`src/rtl/fp_adder.sv`:
```
`default_nettype none
// ============================================================================
// Module   : fp_adder
// Purpose  : Pipelined IEEE-754 binary16 adder, round-to-nearest-even, C valid
//            three clocks after operands are sampled. Define FPADD_SUBNORMAL_EN
//            for gradual underflow; otherwise subnormals flush to zero.
// Revision : 1.0 - initial release
// ============================================================================
module fp_adder (
    input  logic        clk,
    input  logic        rst,
    input  logic [15:0] A,
    input  logic [15:0] B,
    output logic [15:0] C
);
    localparam logic [15:0] QNAN = 16'h7E00;

    // ---------------- stage 1: unpack, order, align ----------------
    logic        a_nan, b_nan, a_inf, b_inf, a_zero, b_zero;
    logic [4:0]  a_exp, b_exp;
    logic [10:0] a_sig, b_sig;

    assign a_nan = (A[14:10] == 5'h1F) && (A[9:0] != 10'd0);
    assign b_nan = (B[14:10] == 5'h1F) && (B[9:0] != 10'd0);
    assign a_inf = (A[14:10] == 5'h1F) && (A[9:0] == 10'd0);
    assign b_inf = (B[14:10] == 5'h1F) && (B[9:0] == 10'd0);

`ifdef FPADD_SUBNORMAL_EN
    assign a_zero = (A[14:0] == 15'd0);
    assign b_zero = (B[14:0] == 15'd0);
    assign a_exp  = (A[14:10] == 5'd0) ? 5'd1 : A[14:10];
    assign b_exp  = (B[14:10] == 5'd0) ? 5'd1 : B[14:10];
    assign a_sig  = {A[14:10] != 5'd0, A[9:0]};
    assign b_sig  = {B[14:10] != 5'd0, B[9:0]};
`else
    assign a_zero = (A[14:10] == 5'd0);
    assign b_zero = (B[14:10] == 5'd0);
    assign a_exp  = A[14:10];
    assign b_exp  = B[14:10];
    assign a_sig  = a_zero ? 11'd0 : {1'b1, A[9:0]};
    assign b_sig  = b_zero ? 11'd0 : {1'b1, B[9:0]};
`endif

    logic        swap;
    logic [4:0]  big_exp, sml_exp, exp_diff;
    logic [10:0] big_sig, sml_sig;
    logic [25:0] sml_wide;
    logic [13:0] sml_al;

    assign swap     = {b_exp, b_sig} > {a_exp, a_sig};
    assign big_exp  = swap ? b_exp : a_exp;
    assign sml_exp  = swap ? a_exp : b_exp;
    assign big_sig  = swap ? b_sig : a_sig;
    assign sml_sig  = swap ? a_sig : b_sig;
    assign exp_diff = big_exp - sml_exp;
    // Layout {sig[10:0], guard, round, sticky}; everything below round folds into sticky.
    assign sml_wide = {sml_sig, 15'd0} >> exp_diff;
    assign sml_al   = (exp_diff >= 5'd14) ? {13'd0, |sml_sig}
                                          : {sml_wide[25:13], |sml_wide[12:0]};

    logic        s1_spec_d;
    logic [15:0] s1_sval_d;

    always_comb begin
        s1_spec_d = 1'b1;
        s1_sval_d = QNAN;
        if (a_nan || b_nan)                     s1_sval_d = QNAN;
        else if (a_inf && b_inf && (A[15] != B[15])) s1_sval_d = QNAN;
        else if (a_inf)                         s1_sval_d = A;
        else if (b_inf)                         s1_sval_d = B;
        else if (a_zero && b_zero)              s1_sval_d = {A[15] & B[15], 15'd0};
        else                                    s1_spec_d = 1'b0;
    end

    logic        s1_sign_q, s1_sub_q, s1_spec_q;
    logic [4:0]  s1_exp_q;
    logic [13:0] s1_big_q, s1_sml_q;
    logic [15:0] s1_sval_q;

    always_ff @(posedge clk) begin
        if (!rst) begin
            s1_sign_q <= 1'b0;
            s1_sub_q  <= 1'b0;
            s1_spec_q <= 1'b0;
            s1_exp_q  <= 5'd0;
            s1_big_q  <= 14'd0;
            s1_sml_q  <= 14'd0;
            s1_sval_q <= 16'd0;
        end else begin
            s1_sign_q <= swap ? B[15] : A[15];
            s1_sub_q  <= A[15] ^ B[15];
            s1_spec_q <= s1_spec_d;
            s1_exp_q  <= big_exp;
            s1_big_q  <= {big_sig, 3'b000};
            s1_sml_q  <= sml_al;
            s1_sval_q <= s1_sval_d;
        end
    end

    // ---------------- stage 2: add / subtract ----------------
    logic [14:0] s2_sum_d;
    assign s2_sum_d = s1_sub_q ? ({1'b0, s1_big_q} - {1'b0, s1_sml_q})
                               : ({1'b0, s1_big_q} + {1'b0, s1_sml_q});

    logic        s2_sign_q, s2_spec_q;
    logic [4:0]  s2_exp_q;
    logic [14:0] s2_sum_q;
    logic [15:0] s2_sval_q;

    always_ff @(posedge clk) begin
        if (!rst) begin
            s2_sign_q <= 1'b0;
            s2_spec_q <= 1'b0;
            s2_exp_q  <= 5'd0;
            s2_sum_q  <= 15'd0;
            s2_sval_q <= 16'd0;
        end else begin
            s2_sign_q <= s1_sign_q;
            s2_spec_q <= s1_spec_q;
            s2_exp_q  <= s1_exp_q;
            s2_sum_q  <= s2_sum_d;
            s2_sval_q <= s1_sval_q;
        end
    end

    // ---------------- stage 3: normalize ----------------
    logic [3:0]        lz, shamt;
    logic signed [6:0] s3_exp_d;
    logic [13:0]       s3_man_d;
    logic              s3_spec_d;
    logic [15:0]       s3_sval_d;

    always_comb begin
        lz = 4'd14;
        for (int i = 0; i < 14; i++) begin
            if (s2_sum_q[i]) lz = 4'(13 - i);
        end
    end

    always_comb begin
        shamt = lz;
`ifdef FPADD_SUBNORMAL_EN
        // Never normalize below exponent 1; what remains is the subnormal encoding.
        if (5'(lz) >= s2_exp_q) shamt = 4'(s2_exp_q - 5'd1);
`endif
        if (s2_sum_q[14]) begin
            s3_man_d = {s2_sum_q[14:2], s2_sum_q[1] | s2_sum_q[0]};
            s3_exp_d = $signed({2'b00, s2_exp_q}) + 7'sd1;
        end else begin
            s3_man_d = s2_sum_q[13:0] << shamt;
            s3_exp_d = $signed({2'b00, s2_exp_q}) - $signed({3'b000, shamt});
        end
        s3_spec_d = s2_spec_q;
        s3_sval_d = s2_sval_q;
        if (!s2_spec_q) begin
            if (s2_sum_q == 15'd0) begin
                s3_spec_d = 1'b1;
                s3_sval_d = 16'h0000;
            end
`ifndef FPADD_SUBNORMAL_EN
            else if (s3_exp_d <= 7'sd0) begin
                s3_spec_d = 1'b1;
                s3_sval_d = {s2_sign_q, 15'd0};
            end
`endif
        end
    end

    logic              s3_sign_q, s3_spec_q;
    logic signed [6:0] s3_exp_q;
    logic [13:0]       s3_man_q;
    logic [15:0]       s3_sval_q;

    always_ff @(posedge clk) begin
        if (!rst) begin
            s3_sign_q <= 1'b0;
            s3_spec_q <= 1'b0;
            s3_exp_q  <= 7'sd0;
            s3_man_q  <= 14'd0;
            s3_sval_q <= 16'd0;
        end else begin
            s3_sign_q <= s2_sign_q;
            s3_spec_q <= s3_spec_d;
            s3_exp_q  <= s3_exp_d;
            s3_man_q  <= s3_man_d;
            s3_sval_q <= s3_sval_d;
        end
    end

    // ---------------- stage 4: round and pack ----------------
    logic              rnd_up;
    logic [11:0]       rsig;
    logic signed [6:0] rexp;
    logic [4:0]        field;
    logic [15:0]       c_d;

    always_comb begin
        rnd_up = s3_man_q[2] & (s3_man_q[1] | s3_man_q[0] | s3_man_q[3]);
        rsig   = {1'b0, s3_man_q[13:3]} + {11'd0, rnd_up};
        rexp   = s3_exp_q;
        if (rsig[11]) begin
            rsig = {1'b0, rsig[11:1]};
            rexp = s3_exp_q + 7'sd1;
        end
        // A clear hidden bit means subnormal, encoded with exponent field 0.
        field = rsig[10] ? rexp[4:0] : 5'd0;
        if (s3_spec_q)              c_d = s3_sval_q;
        else if (rexp >= 7'sd31)    c_d = {s3_sign_q, 5'h1F, 10'd0};
        else                        c_d = {s3_sign_q, field, rsig[9:0]};
    end

    always_ff @(posedge clk) begin
        if (!rst) C <= 16'h0000;
        else      C <= c_d;
    end

endmodule
`default_nettype wire

```
`config.mk`:
```
export PLATFORM = sky130hd
export DESIGN_NAME = fp_adder
export DESIGN_NICKNAME = d
export VERILOG_FILES = /design/src/rtl/fp_adder.sv
export SDC_FILE = /design/constraint.sdc
export NUM_CORES = 1
export LEC_CHECK = 0
export ABC_AREA = 1
export BUFFER_PORTS_ARGS = -buffer_cell sky130_fd_sc_hd__buf_2
export CORE_MARGIN = 3
export CORE_UTILIZATION = 52
export DETAILED_ROUTE_END_ITERATION = 8
export PLACE_DENSITY = 0.8
export SYNTH_ARGS = -nofsm -noshare
export SYNTH_HDL_FRONTEND = slang
export SYNTH_SLANG_ARGS = --single-unit
```
`constraint.sdc`:
```
create_clock -name clk -period 4.2 [get_ports clk]
set_input_delay 0.84 -clock clk [delete_from_list [all_inputs] [get_ports clk]]
set_output_delay 0.84 -clock clk [all_outputs]
set_load 0.01 [all_outputs]
```
[Yosys cells after proc, flatten, opt, wreduce, memory -nomap -nowiden]
Index checks and enable logic that the tools add are counted.
Storage, ports and cells
  register bits after elaboration: 145
  output and inout port bits: 16
  input bits: 34
  logic and storage cells: 109
Cells by class
  shifts and indexed selects: 2
  bitwise gates (word level): 7
  add/sub/neg operators: 7
  mux-type cells: 46
  reductions and logical operators: 19
  equal/unequal tests: 3
  $lt $le $gt $ge: 4
Operator list (count)
  2-to-1 mux 16 bit: 7
  2-to-1 mux 15 bit: 4
  2-to-1 mux 11 bit: 5
  2-to-1 mux 4 bit: 13
  right shift 26 x 5 -> 26 bit: 1
  logical NOT 10 bit: 2
  nonzero test 10 bit: 2
  greater-than comparator 16 bit: 1
  adder 14 x 14 -> 15 bit: 1
  logical NOT 15 bit: 1
  2-to-1 mux 5 bit: 3
  subtractor 14 x 14 -> 15 bit: 1
  2-to-1 mux 14 bit: 1
  2-to-1 mux 7 bit: 2
  << shifter 14 x 4 -> 14 bit: 1
  OR reduction 13 bit: 1
  adder 11 x 1 -> 12 bit: 1
  OR reduction 11 bit: 1
  == test 5 bit, second input constant: 2
  logical NOT 5 bit: 2
  2-to-1 mux 1 bit: 10
  adder 7 x 2 -> 7 bit, second input constant: 1
  greater-or-equal comparator 7 x 6 -> 1 bit, second input constant: 1
  less-or-equal comparator 7 x 1 -> 1 bit, second input constant: 1
  other kinds (14): 23

[Logic depth before layout (Yosys ltp)]
Gate-level depths: netlist of run 1.
  depth after elaboration: 20
  depth in mapped cells: 30

[Least setup slack after synthesis of run 1]
Ideal clock, no wire load.
  kind: input port to flip-flop
  start: in A[14]
  end: reg s1_sml_q[0]
  required time: 4.083 ns
  slack: 0.201 ns
  arrival time: 3.882 ns
  stages: 24
  setup time: 0.117 ns
  path buffers: 3
  cell sequence: inv_1 -> nand3_1 -> buf_6 -> clkbuf_1 -> inv_1 -> ha_1 -> nand2_1 -> nor3_1 -> nand4_1 -> nand2_4 -> nand2_1 -> o21ai_1 -> o21ai_1 -> ha_1 -> clkbuf_1 -> nand2_1 -> nand2_1 -> nand2_1 -> nand2_1 -> nand2_1 -> nor2_1 -> nand3_1 -> nand2_1 -> a21oi_1
On the way
  cells in the longest elaborated chain, start to end: 8
  elaborated cells on any way between the ends: 12
  those cells by class: 1 x add/sub; 2 x order compare; 1 x shift; 5 x mux; 3 x reduce/logical
RTL lines
  start, declared: RTL line 12  | input logic [15:0] A,
  logical NOT 5 bit: RTL line 36  | assign a_zero = (A[14:10] == 5'd0);
  2-to-1 mux 11 bit: RTL line 40  | assign a_sig = a_zero ? 11'd0 : {1'b1, A[9:0]};
  greater-than comparator 16 bit: RTL line 50  | assign swap = {b_exp, b_sig} > {a_exp, a_sig};
  2-to-1 mux 5 bit, on equally long branches: RTL line 51, 52
  subtractor 5 bit: RTL line 55  | assign exp_diff = big_exp - sml_exp;
  right shift 26 x 5 -> 26 bit: RTL line 57  | assign sml_wide = {sml_sig, 15'd0} >> exp_diff;
  OR reduction 13 bit: RTL line 59  | : {sml_wide[25:13], |sml_wide[12:0]};
  2-to-1 mux 1 bit (*): RTL line 58  | assign sml_al = (exp_diff >= 5'd14) ? {13'd0, |sml_sig}
  end signal, assigned: RTL line 95  | s1_sml_q <= sml_al;
  end, declared: RTL line 77  | logic [13:0] s1_big_q, s1_sml_q;
Mark *: on every way between the ends. The rest lies on a longest branch, timed or not.
A chain may end at the register's enable or synchronous reset.

[Worst setup path in the final report of run 1]
  start: in B[12]
  end: reg s1_sml_q[0]
On the way
  cells in the longest elaborated chain, start to end: 8
  elaborated cells on any way between the ends: 12
  those cells by class: 1 x add/sub; 2 x order compare; 1 x shift; 5 x mux; 3 x reduce/logical
RTL lines
  start, declared: RTL line 13  | input logic [15:0] B,
  logical NOT 5 bit: RTL line 37  | assign b_zero = (B[14:10] == 5'd0);
  2-to-1 mux 11 bit: RTL line 41  | assign b_sig = b_zero ? 11'd0 : {1'b1, B[9:0]};
  greater-than comparator 16 bit: RTL line 50
  2-to-1 mux 5 bit, on equally long branches: RTL line 51, 52
  subtractor 5 bit: RTL line 55
  right shift 26 x 5 -> 26 bit: RTL line 57
  OR reduction 13 bit: RTL line 59
  2-to-1 mux 1 bit (*): RTL line 58
Marks and branches as above.

==> run summary, run 1 <==
The flow ran to the end, and the final reports show no timing, DRC or antenna violations. TritonCTS built the clock tree. Cell internal power was estimated by the tool at 2950 µW. The worst reg-to-reg setup slack came out at 840 ps.

For this block, the initial DRC count from the detailed router was 640. The final hold slack was 403 ps; the number of synthesized flops with an enable pin was 0. The tools report the max-slew violation count as 0. In this run switching power makes up 37.3% of total power. For this run the aggregate overflow at the end of global routing stands at 0. Data arrival time at the worst-slack endpoint: 4150 ps. The critical path is of the input port to flip-flop type. The cell area that synthesis handed to floorplanning was 7920 µm². The cell that appears most often on the critical path is nand2_1. Across the VDD grid, the largest voltage drop is 0.000354 V. The number of hold violations in the final report came out at 0. The flip-flop and latch count after synthesis is 142, and the delay of the slowest cell on the worst path is 330 ps.

Once detail routing completed, the nets flagged for antenna violations numbered 0. The clock tree synthesis step divided the H-tree into 4 levels. The worst hold path belongs to the class flip-flop to flip-flop. Summed over its instances, the top area cell type makes up 35.9% of the synthesized netlist area. In this run the power density over the cells is 512 nW/µm². At the pin with the least slew margin, the transition time is 646 ps. The first global-routing pass estimated 32700 µm of wire. Setup violations remaining at the end of the flow were counted as 0.

At the end of the flow the core is filled with cells to 62.6%. For the wire length reported by the detailed router, the log shows 19400 µm. The met3 routing resource usage after global routing is 4.04%.

The worst setup path is captured at a flip-flop. The post-detailed-route via-to-cell ratio came out at 5.27. The design draws 4710 µW. The highest clock rate came out at 0.264 GHz. The clock passes through at most 2 buffers. Clock latency on the worst-skew pair, taken at its later pin, is 420 ps. The async set-reset flop share out of synthesis came out at 0%.

Initial core utilization: 53.9%. The quantity of I/O buffers inserted on ports is 49. The logs give 0 for the total DRC errors in the routed layout and 7563 for the via count of the routed design. At the worst endpoint, the required time is 4560 ps. The analysis attributes to cell leakage a power of 0.00466 µW. The initial antenna violation count is 0.

The worst pin sits at a relative slew slack of 56.7%. For the final database, setup skew stands at 9.30 ps. The logs give 1760 µW for the net switching component of the power and 50 for the number of placed I/O pins. The tools report the critical path startpoint category as an input port. After clock tree synthesis, the clock-pin slew on the worst setup and hold paths is 70 ps. The critical path's slowest cell is ha_1. Across the run, the number of max-cap violations was 0.

The layer flagged by global routing as most heavily used is met2. The HPWL after detailed placement is 14500 µm. For this run, global-route usage on met1 was measured as 30.4%. The global placement routability congestion was 0.997; the detailed-routing iteration count for the pre-antenna-repair pass was 5.

Setup repair after global routing left no endpoint under its margin. The average footprint of a synthesized cell was 6.86 µm²; the total routing resource utilization after global routing was 24.1%. The part of the total power dissipated in combinational logic came out at 32.7%. Final net count: 1322. The clock tree root buffer cell was clkbuf_16. The via count of the first global-routing pass was 7037. The largest net degree at the start of global routing was 57.

Top flip-flop cell by instance count after synthesis: dfxtp_1. In this run, flip-flops and latches consume 35.4% of the power. The area added between synthesis and finish came out at 16.2%.

Sorting the synthesized cells by area gives the leading types as dfxtp_1 (36%), nand2_1 (13%), inv_1 (7.8%). The critical-path maximum fanout was 5; the global-route met2 utilization was 41.5%. Final cycle utilization of the critical path: 90.3%. After floorplanning, the core was sized to cover 14700 µm².

The number of antenna diodes in the final layout is 0. The TritonCTS sink count is 142. In this run, the clock network consumes 31.9% of the power. Cells with a size suffix above 1 make up 12.6% of the layout. The tools report the placement row count as 44. The number of distinct library cells after synthesis is 47.

The part of the Yosys area used for sequential elements is 35.9%. The die is 129 µm tall. Summed over all instances, the cell type with the most area after synthesis is dfxtp_1.

The die is 129 µm wide. After detailed routing, the average wire length per cell comes to 13.5 µm. The number of clock buffers added by TritonCTS is 17.

The instance count of the mapped netlist is 1155. The yosys synthesis warning count was 0. The die area was 16700 µm². The final critical delay including setup and external delays came out at 3790 ps.
==> flip-flops by register name, indices dropped and copies added, names as in the netlist, 5 cells and up <==
| register | count |
|---|---|
| s2_exp_q | 5 |
| s3_sval_q | 16 |
| s1_sml_q | 14 |
| s3_man_q | 14 |
| s1_big_q | 11 |
| s1_exp_q | 5 |
| C | 16 |
| s3_exp_q | 7 |
| s1_sval_q | 16 |
| s2_sval_q | 16 |
| s2_sum_q | 15 |
==> placed cells by master, fill, tap and decap left out, types with 4 or more instances in the layout <==
master,n
inv_1,164
inv_8,5
a21oi_1,92
clkbuf_16,17
o21ai_0,79
o21ai_1,7
dfxtp_1,142
buf_2,49
nand2_4,4
o31ai_1,7
buf_4,46
a31oi_1,15
nor3_1,9
conb_1,9
nand2_1,270
nand3_1,88
o21bai_1,6
mux2i_1,4
inv_2,5
o21a_1,4
nand2_2,7
xor2_1,12
nor2_1,92
ha_1,48
nor4_1,10
o211ai_1,4
nand4_1,8
a21o_1,4
==> what timing repair did <==
item                       in CTS  in global routing
resized for setup               0                  4
hold buffers                    0                  0
buffers inserted                0                  0
setup endpoints to repair       0                  1
==> final timing paths <==
| kind | startpoint | end | cells after the start |
|---|---|---|---|
| worst max-delay path | B[12] | s1_sml_q[0] | 28 |
| worst min-delay path | s2_sval_q[8] | s3_sval_q[8] | 2 |
| worst max register to register | s2_sum_q[0] | s3_sval_q[0] | 21 |
| worst min register to register | s2_sval_q[8] | s3_sval_q[8] | 2 |
==> synth_stat cells, types with 5 or more instances <==
| cell type | instances |
|---|---|
| nand2_1 | 270 |
| inv_1 | 164 |
| dfxtp_1 | 142 |
| nor2_1 | 94 |
| a21oi_1 | 92 |
| nand3_1 | 88 |
| o21ai_0 | 79 |
| ha_1 | 48 |
| clkbuf_1 | 28 |
| a31oi_1 | 15 |
| xor2_1 | 12 |
| nor4_1 | 10 |
| nor3_1 | 9 |
| nand4_1 | 8 |
| nand2_2 | 7 |
| o21ai_1 | 7 |
| o31ai_1 | 7 |
| o21bai_1 | 6 |
| inv_2 | 5 |
==> layout make-up <==
type                       instances  area [µm²]
clock buffer                      17         425
clock inverter                    15         175
fill                            1290        5500
inverter                         172         649
multi-input combinational        810        4290
sequential                       142        2840
tap                              184         230
timing repair buffer              95         591
==> worst max-delay path: cells and delay by family <==
family                     cells  cell delay, ps
AOI/OAI and AO/OA              6             770
adders and majority gates      2             630
buffers and inverters          5             620
and+or+nand+nor               15            1290
==> cell families (layout without fill, tap and decap cells) <==
kind of cell / after synthesis / in the layout / synth area share, %
fa+ha+maj: 50 / 50 / 8.09
xor+xnor: 15 / 15 / 1.66
simple gates: 502 / 503 / 27.3
other cells: 1 / 9 / 0.0474
mux: 4 / 4 / 0.506
flops: 142 / 142 / 35.9
compound gates: 229 / 229 / 16.0
buf+inv: 212 / 299 / 10.5
==> per-layer routing <==
layer | wire [µm] | share of wire, %
met5 | 0 | 0
met1 | 8680 | 45
met4 | 440 | 2.3
met2 | 9290 | 48
met3 | 976 | 5.0
==> through the flow <==
step | cells | TNS [ps] | area [µm²] | setup slack (ps)
2_1_floorplan | 1163 | 0 | 7950 | 201
3_3_place_gp | 1402 | 0 | 8580 | 29.8
3_5_place_dp | 1402 | -23.0 | 8580 | -23.0
4_1_cts | 1434 | 0 | 9180 | 406
5_1_grt | 1435 | 0 | 9200 | 3.07
6_report | 1435 | 0 | 9200 | 408
==> power by group through the flow <==
stage | logic [µW] | clock network (µW) | registers, µW
4_1_cts | 1520 | 1510 | 1670
2_1_floorplan | 1100 | 0 | 1660
6_report | 1540 | 1500 | 1670
5_1_grt | 1760 | 1580 | 1690
3_3_place_gp | 1480 | 0 | 1690
3_5_place_dp | 1500 | 0 | 1690
No activity file was read; power rests on OpenSTA's default activity.
==> run 2, diff against run 1 <==
--- a/config.mk
+++ b/config.mk
@@ -11,6 +11,7 @@
 export CORE_UTILIZATION = 52
 export DETAILED_ROUTE_END_ITERATION = 8
 export PLACE_DENSITY = 0.8
+export REMOVE_ABC_BUFFERS = 1
 export SYNTH_ARGS = -nofsm -noshare
 export SYNTH_HDL_FRONTEND = slang
 export SYNTH_SLANG_ARGS = --single-unit
==> run 2 against run 1 <==
  * Global-route usage down 0.89 points
  * Fmax down 1.2%
  * Flip-flop and latch count unchanged
  * Power down 3.0%
  * Sequential power about the same
  * Worst setup slack worse by 48 ps
  * Largest cell class unchanged
==> run summary, run 2 (synthesized netlist as in run 1, its figures left out) <==
The wire length reported by the detailed router is 19000 µm (was 19400 µm), and the data arrival time at the worst-slack endpoint is 4180 ps (was 4150 ps). The class of the tightest hold or removal check is flip-flop to flip-flop (unchanged). The clock-pin slew reported for the worst setup and hold paths after clock tree synthesis was 60 ps (was 70 ps). The final critical delay including setup and external delays was 3840 ps (was 3790 ps). The post-detailed-route via-to-cell ratio came out at 5.31 (was 5.27). The placement row count is 44 (unchanged).

The largest net degree at the start of global routing was 57 (unchanged). For the detailed-routing iteration count for the pre-antenna-repair pass, the log shows 6 (was 5). The final global-route overflow total is 0 (unchanged), and the worst path required time is 4540 ps (was 4560 ps). The via count of the first global-routing pass is 6639 (was 7037). The run gives 8.12 ps (was 9.30 ps) as the worst setup skew after layout. The final hold slack was 408 ps (was 403 ps); the share of layout cells above drive strength 1 was 10.6% (was 12.6%).

The flow ran to the end, and the final reports show no timing, DRC or antenna violations. TritonCTS sink count: 142 (unchanged). The clock buffer count from CTS was 17 (unchanged); the critical-path maximum fanout was 18 (was 5). The count of endpoints failing setup in the final report was 0 (unchanged); the measured slew at the worst slew-check pin was 986 ps (was 646 ps). The tools report the number of hold violations in the final report as 0 (unchanged). The tools report the number of levels in the clock H-tree as 4 (unchanged). Most frequent cells in the layout: nand2_1 (270), inv_1 (164), dfxtp_1 (142) (unchanged). The average wire per cell in the routed design works out to 13.5 µm (about the same).

The via count of the routed design is 7479 (was 7563). The endpoint kind of the worst setup timing path was a flip-flop (unchanged). The tools report the clock insertion delay at the later pin of the skew report as 420 ps (about the same). The max-slew violation count was 0 (unchanged). For the worst slack after detailed placement, the log shows -52.5 ps (was -23.0 ps). The final cycle utilization of the critical path was 91.4% (was 90.3%); the normalized max-slew margin was 33.6% (was 56.7%). The logs give 14700 µm² (unchanged) for the total core area and 0 (unchanged) for the number of post-CTS setup repair buffers.

Worst setup slack after layout: 361 ps (was 408 ps). Post-cts resize count: 0 (unchanged). The clock tree root buffer cell is clkbuf_16 (unchanged). Antenna diode instance count: 0 (unchanged). The die boundary width is 129 µm (unchanged), and the global placement routability congestion is 0.950 (was 0.997). The tools report the die area as 16700 µm² (unchanged).

TritonCTS built the clock tree. The leading cell type in the layout, fill and taps excluded was nand2_1 (unchanged). The cell leakage power was 0.00453 µW (was 0.00466 µW); the number of placed I/O pins was 50 (unchanged).

The run gives 31400 µm (was 32700 µm) as the global-route wire length before repair. The max-cap violation count came out at 0 (unchanged). For the final net count, the log shows 1296 (was 1322). The area added between synthesis and finish was 13.4% (was 16.2%); the number of buffers on the longest clock path was 2 (unchanged).

The critical path startpoint category is an input port (unchanged). The critical path class is input port to flip-flop (unchanged). The final instance count without filler cells is 1409 (was 1435), and the total of hold buffers inserted after clock tree synthesis is 0 (unchanged). The total DRC errors in the routed layout came out at 0 (unchanged). The count of nets left with antenna violations after detail routing is 0 (unchanged). The initial core utilization is 53.9% (unchanged). The quantity of I/O buffers inserted on ports is 49 (unchanged). The power per unit of standard cell area was 509 nW/µm² (was 512 nW/µm²); the half-perimeter wire length after detailed placement was 14200 µm (was 14500 µm).

The initial detailed-routing violation count was 694 (was 640). The worst voltage drop across the vdd grid is 0.000369 V (was 0.000354 V). The total routing resource utilization after global routing came out at 23.2% (was 24.1%). The total placed cells including tap cells came out at 1376 (was 1402). The initial antenna violation count is 1 (was 0). The height of the die was 129 µm (unchanged); the highest clock rate was 0.260 GHz (was 0.264 GHz).
[run 2: cell count changes in the layout (fill, tap and decap cells not counted), moves of 2 or more]
| cell | previous run | this run |
|---|---|---|
| inv_6 | 3 | 5 |
| clkinv_8 | 2 | 0 |
| buf_4 | 46 | 19 |
| clkbuf_8 | 0 | 2 |
[run 2: area by class of cell]
cell class                 instances  area [µm²]
sequential                       142        2840
tap                              184         230
clock buffer                      19         453
timing repair buffer              69         408
fill                            1323        5720
multi-input combinational        810        4280
inverter                         172         646
clock inverter                    13         118
[run 2: report_power, final]
group	switching (µW)	internal (µW)	total [µW]
sequential	130	1540	1670
combinational	956	516	1470
clock	618	810	1430
total	1700	2870	4570
[run 2: through the flow]
stage,area (µm²),TNS [ps],utilization [%],total power [µW]
6_report,8980,0,61.1,4570
5_1_grt,8980,-11.7,61.1,4890
2_1_floorplan,7760,-1300,-,2720
3_3_place_gp,8400,0,57.1,3110
3_5_place_dp,8400,-108,57.1,3130
4_1_cts,8970,0,61.0,4560
[run 2: path summary, 6_finish.rpt]
path           startpoint             to  slack [ps]  cells past startpoint
max reg2reg   s2_sum_q[0]  s3_sval_q[14]         780                     21
max                 B[12]   s1_sml_q[13]         360                     23
min          s2_sval_q[4]   s3_sval_q[4]         410                      2
min reg2reg  s2_sval_q[4]   s3_sval_q[4]         410                      2
[run 2: worst max-delay path, cell delays in order]
cell	delay, ps
buf_2	120
nor2_2	210
nand3_1	220
nand2_1	160
inv_1	70
ha_1	290
nand3_1	80
nor3_1	200
nand4_1	220
nand2_4	130
nand2_1	50
o21ai_1	110
o21ai_1	140
ha_1	210
inv_1	120
nand2_2	90
nand2_2	90
nand2_4	140
nand2_1	160
nor2_2	70
nor2_4	180
nand2_4	120
nor3_2	170
[run 2: layer usage]
layer | part of all wire [%] | track usage (%)
met3 | 6.3 | 5.11
met2 | 45 | 36.7
met5 | 0.068 | 0
met1 | 46 | 31.3
met4 | 2.7 | 8.34
